### config.mk
export PLATFORM = sky130hd
export DESIGN_NAME = data_memory_interface_flat
export DESIGN_NICKNAME = d
export VERILOG_FILES = /design/src/rtl/cpu_pkg.sv /design/src/rtl/data_memory_interface_if.sv /design/src/rtl/byte_lane_aligner.sv /design/src/rtl/data_memory_interface.sv /design/src/flat_wrapper.sv
export SDC_FILE = /design/constraint.sdc
export NUM_CORES = 1
export LEC_CHECK = 0
export CORE_UTILIZATION = 28
export DETAILED_ROUTE_END_ITERATION = 7
export SYNTH_ARGS = -nofsm -noshare
export SYNTH_HDL_FRONTEND = slang
export SYNTH_SLANG_ARGS = --single-unit
### constraint.sdc
create_clock -name clk -period 3.1 [get_ports clk]
set_input_delay 0.465 -clock clk [delete_from_list [all_inputs] [get_ports clk]]
set_output_delay 0.465 -clock clk [all_outputs]
set_load 0.02 [all_outputs]
### src/rtl/cpu_pkg.sv
// Shared memory-access types: access sizes, back-end FSM states, the latched
// request payload and the load-extension helper.
package cpu_pkg;

  localparam int unsigned XLEN   = 32;
  localparam int unsigned NLANES = XLEN / 8;

  typedef enum logic [1:0] {
    MEM_SIZE_NONE = 2'd0,
    MEM_SIZE_BYTE = 2'd1,
    MEM_SIZE_HALF = 2'd2,
    MEM_SIZE_WORD = 2'd3
  } mem_size_t;

  typedef enum logic [1:0] {
    IDLE = 2'd0,
    ACC0 = 2'd1,
    ACC1 = 2'd2,
    DONE = 2'd3
  } dmi_state_t;

  // Request as captured in the accept cycle.
  typedef struct packed {
    logic [XLEN-1:0] addr;
    logic [XLEN-1:0] data;
    mem_size_t       size;
    logic            store;
    logic            sgn;
  } mem_req_t;

  // Number of bytes moved by an access of the given size.
  function automatic logic [2:0] size_bytes(input mem_size_t s);
    logic [2:0] n;
    case (s)
      MEM_SIZE_BYTE: n = 3'd1;
      MEM_SIZE_HALF: n = 3'd2;
      MEM_SIZE_WORD: n = 3'd4;
      default:       n = 3'd0;
    endcase
    return n;
  endfunction

  // Sign- or zero-extend assembled load data; words pass through untouched.
  function automatic logic [XLEN-1:0] extend_load(input logic [XLEN-1:0] d,
                                                  input mem_size_t       s,
                                                  input logic            sgn);
    logic [XLEN-1:0] r;
    case (s)
      MEM_SIZE_BYTE: r = {{24{sgn & d[7]}}, d[7:0]};
      MEM_SIZE_HALF: r = {{16{sgn & d[15]}}, d[15:0]};
      MEM_SIZE_WORD: r = d;
      default:       r = '0;
    endcase
    return r;
  endfunction

endpackage

### src/rtl/data_memory_interface_if.sv
// Word-wide data bus between the memory-access back end (master) and memory
// (slave). bus_rdata is valid in the bus_ack cycle; ack may coincide with req.
interface data_memory_interface_if;
  import cpu_pkg::*;

  logic              bus_req;
  logic              bus_we;
  logic [XLEN-1:0]   bus_addr;
  logic [XLEN-1:0]   bus_wdata;
  logic [NLANES-1:0] bus_wstrb;
  logic [XLEN-1:0]   bus_rdata;
  logic              bus_ack;

  modport master (
    output bus_req, bus_we, bus_addr, bus_wdata, bus_wstrb,
    input  bus_rdata, bus_ack
  );

  modport slave (
    input  bus_req, bus_we, bus_addr, bus_wdata, bus_wstrb,
    output bus_rdata, bus_ack
  );

endinterface

### src/rtl/byte_lane_aligner.sv
// Combinational byte-lane steering for one bus transaction of a possibly split
// access.
//   off, nbytes : byte offset in the word and access size in bytes
//   phase       : 0 for the first transaction, 1 for the second of a split
//   lane_mask   : bus lanes touched in this phase
//   store_rot   : store data rotated left by off bytes (lane-positioned)
//   load_rot    : read data rotated right by off bytes (result-positioned)
//   load_mask   : result bytes supplied by this phase
//   split       : access crosses a word boundary
module byte_lane_aligner
  import cpu_pkg::*;
(
  input  logic [1:0]        off,
  input  logic [2:0]        nbytes,
  input  logic              phase,
  input  logic [XLEN-1:0]   store_data,
  input  logic [XLEN-1:0]   rdata,
  output logic [NLANES-1:0] lane_mask,
  output logic [XLEN-1:0]   store_rot,
  output logic [XLEN-1:0]   load_rot,
  output logic [NLANES-1:0] load_mask,
  output logic              split
);

  logic [3:0] off4;
  logic [3:0] end4;
  logic [3:0] base4;

  assign off4  = {2'b00, off};
  assign end4  = off4 + {1'b0, nbytes};
  assign base4 = phase ? 4'd4 : 4'd0;
  assign split = end4 > 4'd4;

  // Lane i of this phase carries access byte position base+i.
  always_comb begin
    lane_mask = '0;
    load_mask = '0;
    for (int unsigned i = 0; i < NLANES; i++) begin
      lane_mask[i] = ((base4 + 4'(i)) >= off4) && ((base4 + 4'(i)) < end4);
      load_mask[i] = (4'(i) < {1'b0, nbytes}) &&
                     ((off4 + 4'(i)) >= base4) && ((off4 + 4'(i)) < (base4 + 4'd4));
    end
  end

  // Byte rotation is the same in both phases because ACC1 is exactly one word up.
  always_comb begin
    case (off)
      2'd1:    store_rot = {store_data[23:0], store_data[31:24]};
      2'd2:    store_rot = {store_data[15:0], store_data[31:16]};
      2'd3:    store_rot = {store_data[7:0],  store_data[31:8]};
      default: store_rot = store_data;
    endcase
    case (off)
      2'd1:    load_rot = {rdata[7:0],  rdata[31:8]};
      2'd2:    load_rot = {rdata[15:0], rdata[31:16]};
      2'd3:    load_rot = {rdata[23:0], rdata[31:24]};
      default: load_rot = rdata;
    endcase
  end

endmodule

### src/rtl/data_memory_interface.sv
// Memory-access stage back end: runs one load/store request on the word bus,
// splitting boundary-crossing accesses into two transactions.
//   clk, rst                 : clock, asynchronous active-low reset
//   memory_ready/address/... : request from the control section
//   memory_wait              : request in flight (combinational)
//   memory_valid             : one-cycle completion pulse
//   memory_data_load         : extended load result, held until the next load
//   mem_bus                  : word-wide data bus (master side)
module data_memory_interface
  import cpu_pkg::*;
(
  input  logic                     clk,
  input  logic                     rst,
  input  logic                     memory_ready,
  input  logic [XLEN-1:0]          memory_address,
  input  logic [XLEN-1:0]          memory_data_store,
  input  logic [1:0]               memory_read,
  input  logic [1:0]               memory_write,
  input  logic                     memory_load_signed,
  output logic                     memory_wait,
  output logic                     memory_valid,
  output logic [XLEN-1:0]          memory_data_load,
  data_memory_interface_if.master  mem_bus
);

  dmi_state_t        state_q, state_d;
  mem_req_t          req_q, req_d;
  logic [XLEN-1:0]   asm_q, asm_d;
  logic [XLEN-1:0]   load_q, load_d;

  logic [NLANES-1:0] lane_mask;
  logic [NLANES-1:0] load_mask;
  logic [XLEN-1:0]   store_rot;
  logic [XLEN-1:0]   load_rot;
  logic [XLEN-1:0]   merged;
  logic              split;
  logic [XLEN-1:0]   word_addr;
  mem_size_t         wr_size;
  mem_size_t         rd_size;

  assign word_addr = {req_q.addr[XLEN-1:2], 2'b00};
  assign wr_size   = mem_size_t'(memory_write);
  assign rd_size   = mem_size_t'(memory_read);

  byte_lane_aligner u_aligner (
    .off        (req_q.addr[1:0]),
    .nbytes     (size_bytes(req_q.size)),
    .phase      (state_q == ACC1),
    .store_data (req_q.data),
    .rdata      (mem_bus.bus_rdata),
    .lane_mask  (lane_mask),
    .store_rot  (store_rot),
    .load_rot   (load_rot),
    .load_mask  (load_mask),
    .split      (split)
  );

  // Assembly register with this phase's read bytes merged in.
  always_comb begin
    merged = asm_q;
    for (int unsigned k = 0; k < NLANES; k++) begin
      if (load_mask[k]) merged[8*k +: 8] = load_rot[8*k +: 8];
    end
  end

  // State and datapath registers.
  always_ff @(posedge clk or negedge rst) begin
    if (!rst) begin
      state_q <= IDLE;
      req_q   <= '0;
      asm_q   <= '0;
      load_q  <= '0;
    end else begin
      state_q <= state_d;
      req_q   <= req_d;
      asm_q   <= asm_d;
      load_q  <= load_d;
    end
  end

  // Next-state and output decode.
  always_comb begin
    state_d           = state_q;
    req_d             = req_q;
    asm_d             = asm_q;
    load_d            = load_q;
    mem_bus.bus_req   = 1'b0;
    mem_bus.bus_we    = 1'b0;
    mem_bus.bus_addr  = '0;
    mem_bus.bus_wdata = '0;
    mem_bus.bus_wstrb = '0;
    memory_valid      = 1'b0;
    memory_wait       = 1'b0;

    case (state_q)
      IDLE: begin
        if (memory_ready) begin
          memory_wait = 1'b1;
          req_d.addr  = memory_address;
          req_d.data  = memory_data_store;
          req_d.store = (wr_size != MEM_SIZE_NONE);
          req_d.size  = (wr_size != MEM_SIZE_NONE) ? wr_size : rd_size;
          req_d.sgn   = memory_load_signed;
          asm_d       = '0;
          if (wr_size == MEM_SIZE_NONE && rd_size == MEM_SIZE_NONE) begin
            load_d  = '0;
            state_d = DONE;
          end else begin
            state_d = ACC0;
          end
        end
      end
      ACC0, ACC1: begin
        memory_wait       = 1'b1;
        mem_bus.bus_req   = 1'b1;
        mem_bus.bus_we    = req_q.store;
        mem_bus.bus_addr  = (state_q == ACC1) ? word_addr + 32'd4 : word_addr;
        mem_bus.bus_wdata = req_q.store ? store_rot : '0;
        mem_bus.bus_wstrb = req_q.store ? lane_mask : '0;
        if (mem_bus.bus_ack) begin
          if (!req_q.store) asm_d = merged;
          if (state_q == ACC0 && split) begin
            state_d = ACC1;
          end else begin
            state_d = DONE;
            if (!req_q.store) load_d = extend_load(merged, req_q.size, req_q.sgn);
          end
        end
      end
      DONE: begin
        memory_valid = 1'b1;
        state_d      = IDLE;
      end
      default: state_d = IDLE;
    endcase
  end

  assign memory_data_load = load_q;

endmodule

### src/flat_wrapper.sv
// flat-port wrapper written by rule: the top's interface ports become plain ports
module data_memory_interface_flat import cpu_pkg::*;
  (clk, rst, memory_ready, memory_address, memory_data_store, memory_read, memory_write, memory_load_signed, memory_wait, memory_valid, memory_data_load, mem_bus_bus_req, mem_bus_bus_we, mem_bus_bus_addr, mem_bus_bus_wdata, mem_bus_bus_wstrb, mem_bus_bus_rdata, mem_bus_bus_ack);
  data_memory_interface_if mem_bus_i ();
  input  logic clk;
  input  logic rst;
  input  logic memory_ready;
  input  logic [XLEN-1:0] memory_address;
  input  logic [XLEN-1:0] memory_data_store;
  input  logic [1:0] memory_read;
  input  logic [1:0] memory_write;
  input  logic memory_load_signed;
  output logic memory_wait;
  output logic memory_valid;
  output logic [XLEN-1:0] memory_data_load;
  output wire logic [$bits(mem_bus_i.bus_req)-1:0] mem_bus_bus_req;
  output wire logic [$bits(mem_bus_i.bus_we)-1:0] mem_bus_bus_we;
  output wire logic [$bits(mem_bus_i.bus_addr)-1:0] mem_bus_bus_addr;
  output wire logic [$bits(mem_bus_i.bus_wdata)-1:0] mem_bus_bus_wdata;
  output wire logic [$bits(mem_bus_i.bus_wstrb)-1:0] mem_bus_bus_wstrb;
  input wire logic [$bits(mem_bus_i.bus_rdata)-1:0] mem_bus_bus_rdata;
  input wire logic [$bits(mem_bus_i.bus_ack)-1:0] mem_bus_bus_ack;
  assign mem_bus_bus_req = mem_bus_i.bus_req;
  assign mem_bus_bus_we = mem_bus_i.bus_we;
  assign mem_bus_bus_addr = mem_bus_i.bus_addr;
  assign mem_bus_bus_wdata = mem_bus_i.bus_wdata;
  assign mem_bus_bus_wstrb = mem_bus_i.bus_wstrb;
  assign mem_bus_i.bus_rdata = mem_bus_bus_rdata;
  assign mem_bus_i.bus_ack = mem_bus_bus_ack;
  data_memory_interface u_core (.clk(clk), .rst(rst), .memory_ready(memory_ready), .memory_address(memory_address), .memory_data_store(memory_data_store), .memory_read(memory_read), .memory_write(memory_write), .memory_load_signed(memory_load_signed), .memory_wait(memory_wait), .memory_valid(memory_valid), .memory_data_load(memory_data_load), .mem_bus(mem_bus_i));
endmodule
==> results.md, run 1 <==
* Outcome: finished, violations left
* Violated checks: negative setup slack
* Core Rows at 63
* Drt wl/cell at 17.6 um
* WS Path Type: flip-flop to primary output
* Clock skew at 0.0139 ns
* Via count at 6968
* Post-Syn Area at 8430 um^2
* CTS Sinks at 134
* Die W at 175 um
* Worst hold path class: input port to async pin
* CTS tree: built
* CP max-delay cell: dfrtp_1
* Layout area overhead at 42.1%
* Hold_buf cts at 0
* IO Count at 209
* Nets@finish at 1109
* Hold Slack at 0.0426 ns
* Reg2reg path depth at 12
* Final hold vios at 0
* Dpl hpwl at 17700 um
* Reg2reg setup slack at 0.23 ns
* FMAX at 316 MHz
* Cts bufs inserted at 17
* Placed cells at 1358
* Worst VDD drop at 501 uV
* Post-synthesis mux area share at 23.6%
* Die Ht at 175 um
* Post-synth EDFFs at 0
* Crit. End Element: primary output
* Port bufs at 206
* Setup TNS at -0.173 ns
* Worst-path cell chain: nor2b_2, ha_2, inv_2, fa_2, a21boi_4, or2_4, inv_2, ha_4, a22oi_2, o21ai_2, nor2b_2, buf_6
* PnR worst setup slack at -0.0596 ns
* Final cell count without fillers at 1398
* Largest family of logic cells by synthesized area: multiplexers
* WL final at 24600 um
* Post-Synth Adder-Cell Area at 1.57%
* Slew @ Worst Pin at 0.846 ns
* Crit share post-route at 102%
* #FFs+latches synth at 134
* R2R Path Start: u_core.req_q[3]
* Final slew viol count at 0
* PwrDens at 1170 nW/um^2
* Worst endpoint required time at 2.63 ns
* H-Tree Depth at 4
* Post-Syn Area per Cell at 10.9 um^2
* CP peak stage delay at 0.38 ns
* Synth Flop Type: dfrtp_1
* Worst Path Max Fanout at 3
* Worst r2r dst: u_core.memory_data_load[18]
* Worst EP arrival at 2.69 ns
* Pin count of the biggest net entering global routing at 76
* Antenna violations before repair at 1
* Vias in the first global route at 7002
* Top cells by area, synth: dfrtp_1, mux2_2, mux4_2
* Library cells used by synthesis at 66
* Post-Synth XOR/XNOR Area at 2.29%
* Grt ovf at 0
* Initial DRC count at 437
* Ys async rst share at 100%
* Starting Density at 28.4%
* Synth Instances at 771
* Minimum clock period at 3.16 ns
* ANT nets after route at 0
* Maximum clock path buffer count at 2
* First-pass GRT wire length at 38800 um
* Simple-Gate Fraction of Synth Area at 13.7%
* Slew headroom at 43.3%
* Layout cell share with drive strength beyond 1 at 24.8%
* CP Launch Type: flip-flop
* Maxcap violations at 0
* Worst-Skew Late Latency at 0.43 ns
* Ys Warns at 0
* Synth top area share at 39.8%
* RSZ-0062 raised after global routing: yes
* Post-synth top area cell: dfrtp_1
* Final setup viols at 3
* Clock transition at path regs at 0.06 ns
* Sequential-to-total area share from yosys stat at 39.8%
* CTS Root Cell: clkbuf_16
* Pre-Repair DR Iteration Count at 5
* Synth Area in Compound Gates at 15.3%
* Die area at 30800 um^2
* GRT Total Usage at 16.1%
* Leakage power at 4.98 nW
* DRC Markers at 0
* Core Box Area at 29600 um^2
* Vias per cell at 4.98
* GP Congestion at 0.802
[flip-flops by register name (all words and copies together), names as in the netlist]
register                 cells
u_core.memory_data_load     32
u_core.req_q                68
u_core.state_q               2
u_core.asm_q                32
[synthesized netlist by cell type, types with 5 or more instances]
cell type / count
xnor2_1: 18
mux4_2: 34
dfrtp_1: 134
mux2i_1: 19
mux2_2: 83
inv_1: 15
nand3_1: 13
buf_2: 14
a22oi_1: 8
nand4_1: 10
a21oi_1: 18
o211ai_1: 5
clkbuf_1: 35
mux2_1: 9
nor2b_1: 9
o21ai_1: 8
and2_1: 56
nand2_1: 72
o21ai_0: 40
a221o_1: 24
a22o_1: 32
a21o_1: 7
nor3_1: 8
nor2_1: 20
ha_1: 9
[how the worst max path moves through the flow]
| stage | slack (ns) | depth (start not counted) | startpoint | to |
|---|---|---|---|---|
| 2_1_floorplan | 0.02 | 12 | u_core.req_q[3] | mem_bus_bus_wstrb[1] |
| 3_3_place_gp | -0.34 | 12 | u_core.req_q[3] | mem_bus_bus_wstrb[1] |
| 3_5_place_dp | -0.41 | 12 | u_core.req_q[3] | mem_bus_bus_wstrb[2] |
| 4_1_cts | -0.11 | 12 | u_core.req_q[3] | mem_bus_bus_wstrb[1] |
| 5_1_grt | -0.18 | 12 | u_core.req_q[3] | mem_bus_bus_wstrb[2] |
| 6_report | -0.06 | 12 | u_core.req_q[3] | mem_bus_bus_wstrb[1] |
[cell families (layout without fill, tap and decap cells)]
group | Yosys count | after routing
AND/OR/NAND/NOR | 217 | 217
AO/OA/AOI/OAI | 170 | 170
multiplexers | 145 | 145
flip-flops | 134 | 134
buffers and inverters | 72 | 307
XOR/XNOR | 22 | 22
adder cells (fa/ha/maj) | 10 | 10
other | 1 | 3
[report_power, final]
group / switching (W) / leakage [nW] / internal [W]
Combinational: 0.00431 / 3.06 / 0.00435
Sequential: 0.000663 / 1.64 / 0.00251
Clock: 0.000860 / 0.286 / 0.00130
Total: 0.00583 / 4.98 / 0.00816
[placed cells by master, fill, tap and decap left out, types with 5 or more instances in the layout]
cell and instances:
ha_1 5, nand4_1 10, nor3_1 7, mux2_1 9
a22oi_1 7, clkbuf_16 17, xnor2_1 18, a21o_1 7
buf_6 5, a21oi_1 18, a22o_1 32, mux4_2 34
nand2_1 70, buf_4 44, o211ai_1 5, nand3_1 10
mux2_2 83, a221o_1 24, buf_12 7, nor2b_1 7
dlygate4sd2_1 11, o21ai_0 39, and2_1 55, clkdlybuf4s50_1 178
o21ai_1 8, inv_1 11, mux2i_1 19, dfrtp_1 132
nor2_1 18, dlymetal6s2s_1 8
[stage by stage]
step / worst slack (ns) / cell area (um^2) / utilization [%] / power (W)
floorplan: 0.0183 / 8450 / - / 0.00865
global placement: -0.340 / 11200 / 37.7 / 0.0116
detailed placement: -0.408 / 11200 / 37.7 / 0.0117
CTS: -0.113 / 11900 / 40.1 / 0.0141
global route: -0.179 / 12000 / 40.4 / 0.0150
finish: -0.0596 / 12000 / 40.4 / 0.0140
[routing by layer]
metal,vias up,wire length (um),GRT usage [%]
li1,3323,-,-
met2,179,11400,24.8
met4,0,382,4.78
met3,22,1100,3.29
met1,3444,11700,22.7
met5,-,0,0
[what timing repair did]
action / 4_1_cts / 5_1_grt
setup buffers: 4 / 2
resized for setup: 58 / 27
setup endpoints to repair: 59 / 50
pin swaps: 7 / 6
cloned: 0 / 1
[critical path: cells and delay by family, from the launching register on]
kind | cells | cell delay (ns)
simple gates | 3 | 0.53
compound gates | 3 | 0.40
flops | 1 | 0.38
buf+inv | 3 | 0.25
fa+ha+maj | 3 | 0.73
[layout make-up]
type / instances / area, um^2
multi-input cells: 566 / 4890
repair buffers: 259 / 2560
fillers: 2931 / 17700
diodes: 1 / 2.50
clock buffers: 19 / 443
well taps: 390 / 488
clock inverters: 13 / 173
inverters: 16 / 62.6
flip-flops and latches: 134 / 3360
Power figures use the tool's default switching activity.
==> run 2, diff against run 1 <==
REMOVE_ABC_BUFFERS = 1   (was default)
==> run 2 against run 1 <==
The run still ends with negative setup slack left. Worst setup slack worse by 0.013 ns. Critical path depth stayed put. Core utilization is 0.076 points lower. Cell area is 0.19% lower. Global-route usage is 0.10 points higher. Worst hold slack better by 0.0042 ns. Clock power is 13% lower. Non-clock buffer count is 10 higher. Critical path type unchanged.
==> results.md, run 2 (synthesis gave the netlist of run 1 again) <==
* Die W at 175 um
* Worst endpoint required time at 2.63 ns
* Port bufs at 206
* CP Launch Type: flip-flop
* Comb pwr share at 63.5%
* Starting Density at 28.4%
* Vias per cell at 4.99
* H-Tree Depth at 4
* Global route hottest layer: met2
* Via count at 7019
* Worst-path cell chain: nor2b_4, ha_4, inv_2, fa_2, and3b_1, or2_4, inv_2, ha_4, inv_1, o32ai_2, nor2_1, buf_4
* Worst-Skew Late Latency at 0.42 ns
* Worst Path Max Fanout at 3
* Pre-Repair DR Iteration Count at 5
* Pin count of the biggest net entering global routing at 76
* PwrDens at 1160 nW/um^2
* IO Count at 209
* Drt wl/cell at 17.8 um
* Die Ht at 175 um
* Final setup viols at 3
* Crit. End Element: primary output
* Slew @ Worst Pin at 0.938 ns
* Final cell count without fillers at 1406
* Outcome: finished, violations left
* Initial DRC count at 346
* Dpl hpwl at 17900 um
* Largest reg by FF count: u_core.req_q
* CTS Sinks at 134
* GRT met1 Usage at 22.2%
* CP max-delay cell: dfrtp_1
* DRC Markers at 0
* # fillers at 2937
* Clock transition at path regs at 0.06 ns
* Worst EP arrival at 2.71 ns
* Most common cell after layout, fill and taps aside: clkdlybuf4s50_1
* Crit share post-route at 102%
* Clock share of power at 13.6%
* Cts bufs inserted at 17
* WS Path Type: flip-flop to primary output
* Violated checks: negative setup slack
* M3 GR Usage at 3.07%
* Antenna violations before repair at 0
* Register Area at 3360 um^2
* Final Power at 0.0139 W
* Met2 Track Usage GR at 26.1%
* Pint at 0.00800 W
* FMAX at 315 MHz
* Clock skew at 0.0136 ns
* Core Box Area at 29600 um^2
* Sw Ratio at 42.4%
* Maximum clock path buffer count at 2
* Grt ovf at 0
* Vias in the first global route at 6904
* Leakage power at 5.09 nW
* Die area at 30800 um^2
* First-pass GRT wire length at 38600 um
* Final slew viol count at 0
* PnR worst setup slack at -0.0726 ns
* Worst hold path class: input port to async pin
* Minimum clock period at 3.17 ns
* Core Rows at 63
* RSZ-0062 raised after global routing: yes
* Number of flip-flops in the largest register at 68
* WL final at 25000 um
* GP Congestion at 0.805
* Most frequent cells in the layout: clkdlybuf4s50_1, dfrtp_1, mux2_2
* Maxcap violations at 0
* Nets@finish at 1119
* Flop pwr share at 23.0%
* GRT Total Usage at 16.2%
* CTS Root Cell: clkbuf_16
* Layout cell share with drive strength beyond 1 at 25.2%
* Layout area overhead at 41.8%
* R2R Path Start: u_core.req_q[3]
* Worst Setup SP: u_core.req_q[3]
* Multi-input gate area at 4900 um^2
* Worst VDD drop at 391 uV
* ANT nets after route at 0
* # diodes at 0
* Placed cells at 1360
* Switch Pwr at 0.00589 W
* Fin util at 40.3%
* CTS tree: built
* CP peak stage delay at 0.40 ns
* Slew headroom at 37.2%
* Final hold vios at 0
-- run 2: cell types whose count changed in the layout (fill, tap and decap cells not counted), moves of 3 or more --
cell             before  now
buf_4                44   57
clkdlybuf4s50_1     178  169
dlygate4sd2_1        11   18
bufinv_16             3    0
clkinv_2              0    3
dlymetal6s2s_1        8   11
-- run 2: final timing paths --
path	end	slack (ns)	cells after the start
worst min-delay path	u_core.memory_data_load[29]	0.05	1
max in group asynchronous	u_core.asm_q[8]	2.25	2
worst max register to register	u_core.memory_data_load[15]	0.17	10
worst min register to register	u_core.asm_q[0]	0.48	2
min in group clk	u_core.asm_q[0]	0.48	2
worst max-delay path	mem_bus_bus_wstrb[2]	-0.07	12
-- run 2: cell type report --
type / count / share of cell area [%]
clock buffer: 18 / 3.67
clock inverter: 13 / 0.838
inverter: 16 / 0.503
multi-input combinational: 566 / 41.0
sequential: 134 / 28.1
tap: 390 / 4.08
timing repair buffer: 269 / 21.8
-- run 2: layer usage --
metal  vias to the layer above  share of wire (%)
li1                       3331                  -
met1                      3519                 47
met2                       149                 48
met3                        20                3.9
met4                         0                1.4
met5                         -                  0
-- run 2: worst max-delay path: cells and delay by family, from the launching register on --
| kind | cells | cell delay (ns) |
|---|---|---|
| buffers and inverters | 4 | 0.28 |
| and+or+nand+nor | 4 | 0.62 |
| DFF | 1 | 0.40 |
| AOI/OAI and AO/OA | 1 | 0.25 |
| adders and majority gates | 3 | 0.75 |
-- run 2: timing repair --
item,4_1_cts,5_1_grt
endpoints found under the hold margin,0,0
setup endpoints to repair,84,48
setup buffers,10,5
cloned,0,0
pin swaps,7,8
resized for setup,62,31
hold buffers,0,0
-- run 2: power groups by stage --
| stage | clock (W) | combinational (W) | sequential (W) |
|---|---|---|---|
| finish | 0.00188 | 0.00882 | 0.00319 |
| detailed placement | 0 | 0.00868 | 0.00318 |
| CTS | 0.00194 | 0.00876 | 0.00316 |
| global route | 0.00202 | 0.00953 | 0.00330 |
| floorplan | 0 | 0.00510 | 0.00341 |
| global placement | 0 | 0.00860 | 0.00315 |
-- run 2: through the flow --
stage | worst slack, ns | area [um^2] | hold WS (ns) | setup TNS [ns]
6_report | -0.0726 | 12000 | 0.0469 | -0.160
5_1_grt | -0.205 | 12000 | 0.0984 | -0.617
4_1_cts | -0.116 | 11800 | 0.0894 | -0.237
3_5_place_dp | -0.352 | 11200 | 0.471 | -1.66
3_3_place_gp | -0.328 | 11200 | 0.462 | -0.920
2_1_floorplan | -1.58 | 8180 | 0.169 | -64.62
==> run 3, diff against run 2 <==
SKIP_CTS_REPAIR_TIMING = 1   (was default)
==> run 3 against run 2 <==
The flow still finishes with violations (negative setup slack). Highest routed layer unchanged. Worst hold slack better by 0.0036 ns. Sequential cell count unchanged. Critical path type unchanged. Largest power group unchanged. Combinational power down 0.5%. Die area unchanged. Critical path depth unchanged.
==> results.md, run 3 (synthesis gave the netlist of run 1 again) <==
* Outcome: finished, violations left
* Violated checks: negative setup slack
* Layout cell share with drive strength beyond 1 at 24.0%
* Die W at 175 um
* Worst-Skew Late Latency at 0.42 ns
* Maximum clock path buffer count at 2
* Final cell count without fillers at 1394
* Flop pwr share at 23.0%
* GP Congestion at 0.805
* Pint at 0.00800 W
* Maxcap violations at 0
* Drt wl/cell at 17.7 um
* Clock share of power at 13.6%
* WL final at 24700 um
* Antenna violations before repair at 0
* Vias in the first global route at 6839
* Final hold vios at 0
* Pin count of the biggest net entering global routing at 76
* Worst Path Max Fanout at 3
* DRC Markers at 0
* Worst hold path class: input port to async pin
* Crit. End Element: primary output
* Vias per cell at 4.95
* Most frequent cells in the layout: clkdlybuf4s50_1, dfrtp_1, mux2_2
* Via count at 6902
* Switch Pwr at 0.00584 W
* First-pass GRT wire length at 38400 um
* Dpl hpwl at 17900 um
* Port bufs at 206
* Worst endpoint required time at 2.63 ns
* Layout area overhead at 41.5%
* Minimum clock period at 3.20 ns
* Clock transition at path regs at 0.06 ns
* Die Ht at 175 um
* GRT Total Usage at 16.1%
* # fillers at 2937
* Starting Density at 28.4%
* Family with the most delay on the worst path: adder cells
* CP peak stage delay at 0.40 ns
* RSZ-0062 raised after global routing: yes
* Largest reg by FF count: u_core.req_q
* Worst EP arrival at 2.74 ns
* CTS Root Cell: clkbuf_16
* Most common cell after layout, fill and taps aside: clkdlybuf4s50_1
* Number of flip-flops in the largest register at 68
* Leakage power at 5.28 nW
* CP Launch Type: flip-flop
* Pre-Repair DR Iteration Count at 5
* Comb pwr share at 63.4%
* Fin util at 40.2%
* Worst-path cell chain: nor2b_4, ha_4, inv_2, fa_2, a21boi_4, or2_4, inv_2, ha_4, a22oi_2, o21ai_1, nor2b_1, buf_4
* Core Box Area at 29600 um^2
* Die area at 30800 um^2
* # diodes at 0
* Final setup viols at 2
* Slew @ Worst Pin at 0.919 ns
* CTS Sinks at 134
* Worst VDD drop at 383 uV
* Initial DRC count at 365
* CP max-delay cell: dfrtp_1
* Nets@finish at 1107
* PwrDens at 1160 nW/um^2
* Clock skew at 0.0143 ns
* IO Count at 209
* Slew headroom at 38.4%
* Sw Ratio at 42.2%
* Crit path buffers/inverters at 3
* H-Tree Depth at 4
* PnR worst setup slack at -0.103 ns
* Crit share post-route at 103%
* Hold Slack at 0.0505 ns
* Grt ovf at 0
* Cts bufs inserted at 17
* CTS tree: built
* ANT nets after route at 0
* Core Rows at 63
* WS Path Type: flip-flop to primary output
* Setup TNS at -0.178 ns
* Placed cells at 1360
* FMAX at 312 MHz
* Final slew viol count at 0
==> run 3: changes by cell type in the layout (fill, tap and decap cells not counted), sizes merged <==
cell / change
buf: -13
clkbuf: +1
clkdlybuf4s15: -1
clkdlybuf4s50: -2
dlygate4sd2: -18
dlymetal6s2s: +21
==> run 3: power by group through the flow <==
| stage | Clock, W | Combinational, W | Sequential [W] |
|---|---|---|---|
| after detailed placement | 0 | 0.00868 | 0.00318 |
| after global placement | 0 | 0.00860 | 0.00315 |
| after floorplan | 0 | 0.00510 | 0.00341 |
| after CTS | 0.00194 | 0.00871 | 0.00315 |
| after global routing | 0.00202 | 0.00948 | 0.00330 |
| final | 0.00188 | 0.00878 | 0.00319 |
==> run 3: path summary, 6_finish.rpt <==
| check | start | to | slack [ns] | depth (start not counted) |
|---|---|---|---|---|
| max | u_core.req_q[3] | mem_bus_bus_wstrb[1] | -0.10 | 12 |
| min | rst | u_core.memory_data_load[29] | 0.05 | 1 |
| max reg2reg | u_core.req_q[3] | u_core.memory_data_load[15] | 0.18 | 10 |
| min reg2reg | u_core.asm_q[0] | u_core.asm_q[0] | 0.48 | 2 |
| max in group asynchronous | rst | u_core.asm_q[8] | 2.25 | 2 |
| min in group clk | u_core.asm_q[0] | u_core.asm_q[0] | 0.48 | 2 |
==> run 3: cell type report <==
cell class / count / area (um^2) / share of cell area [%]
well taps: 390 / 488 / 4.09
inverters: 16 / 60.1 / 0.504
multi-input cells: 566 / 4890 / 41.0
clock inverters: 13 / 100 / 0.840
repair buffers: 257 / 2590 / 21.7
clock buffers: 18 / 439 / 3.68
flip-flops and latches: 134 / 3360 / 28.2
==> run 3: stage by stage <==
stage | setup WS [ns] | power, W | instance area [um^2]
5_1_grt | -0.207 | 0.0148 | 11900
4_1_cts | -0.811 | 0.0138 | 11700
2_1_floorplan | -1.58 | 0.00850 | 8180
6_report | -0.103 | 0.0138 | 11900
3_3_place_gp | -0.328 | 0.0117 | 11200
3_5_place_dp | -0.352 | 0.0119 | 11200
==> run 3: layer usage <==
metal | wire (um) | up-vias | GRT usage (%)
met4 | 316 | 0 | 4.28
met1 | 11700 | 3436 | 22.2
met2 | 11800 | 146 | 25.7
li1 | - | 3303 | -
met3 | 923 | 17 | 3.05
met5 | 0 | - | 0
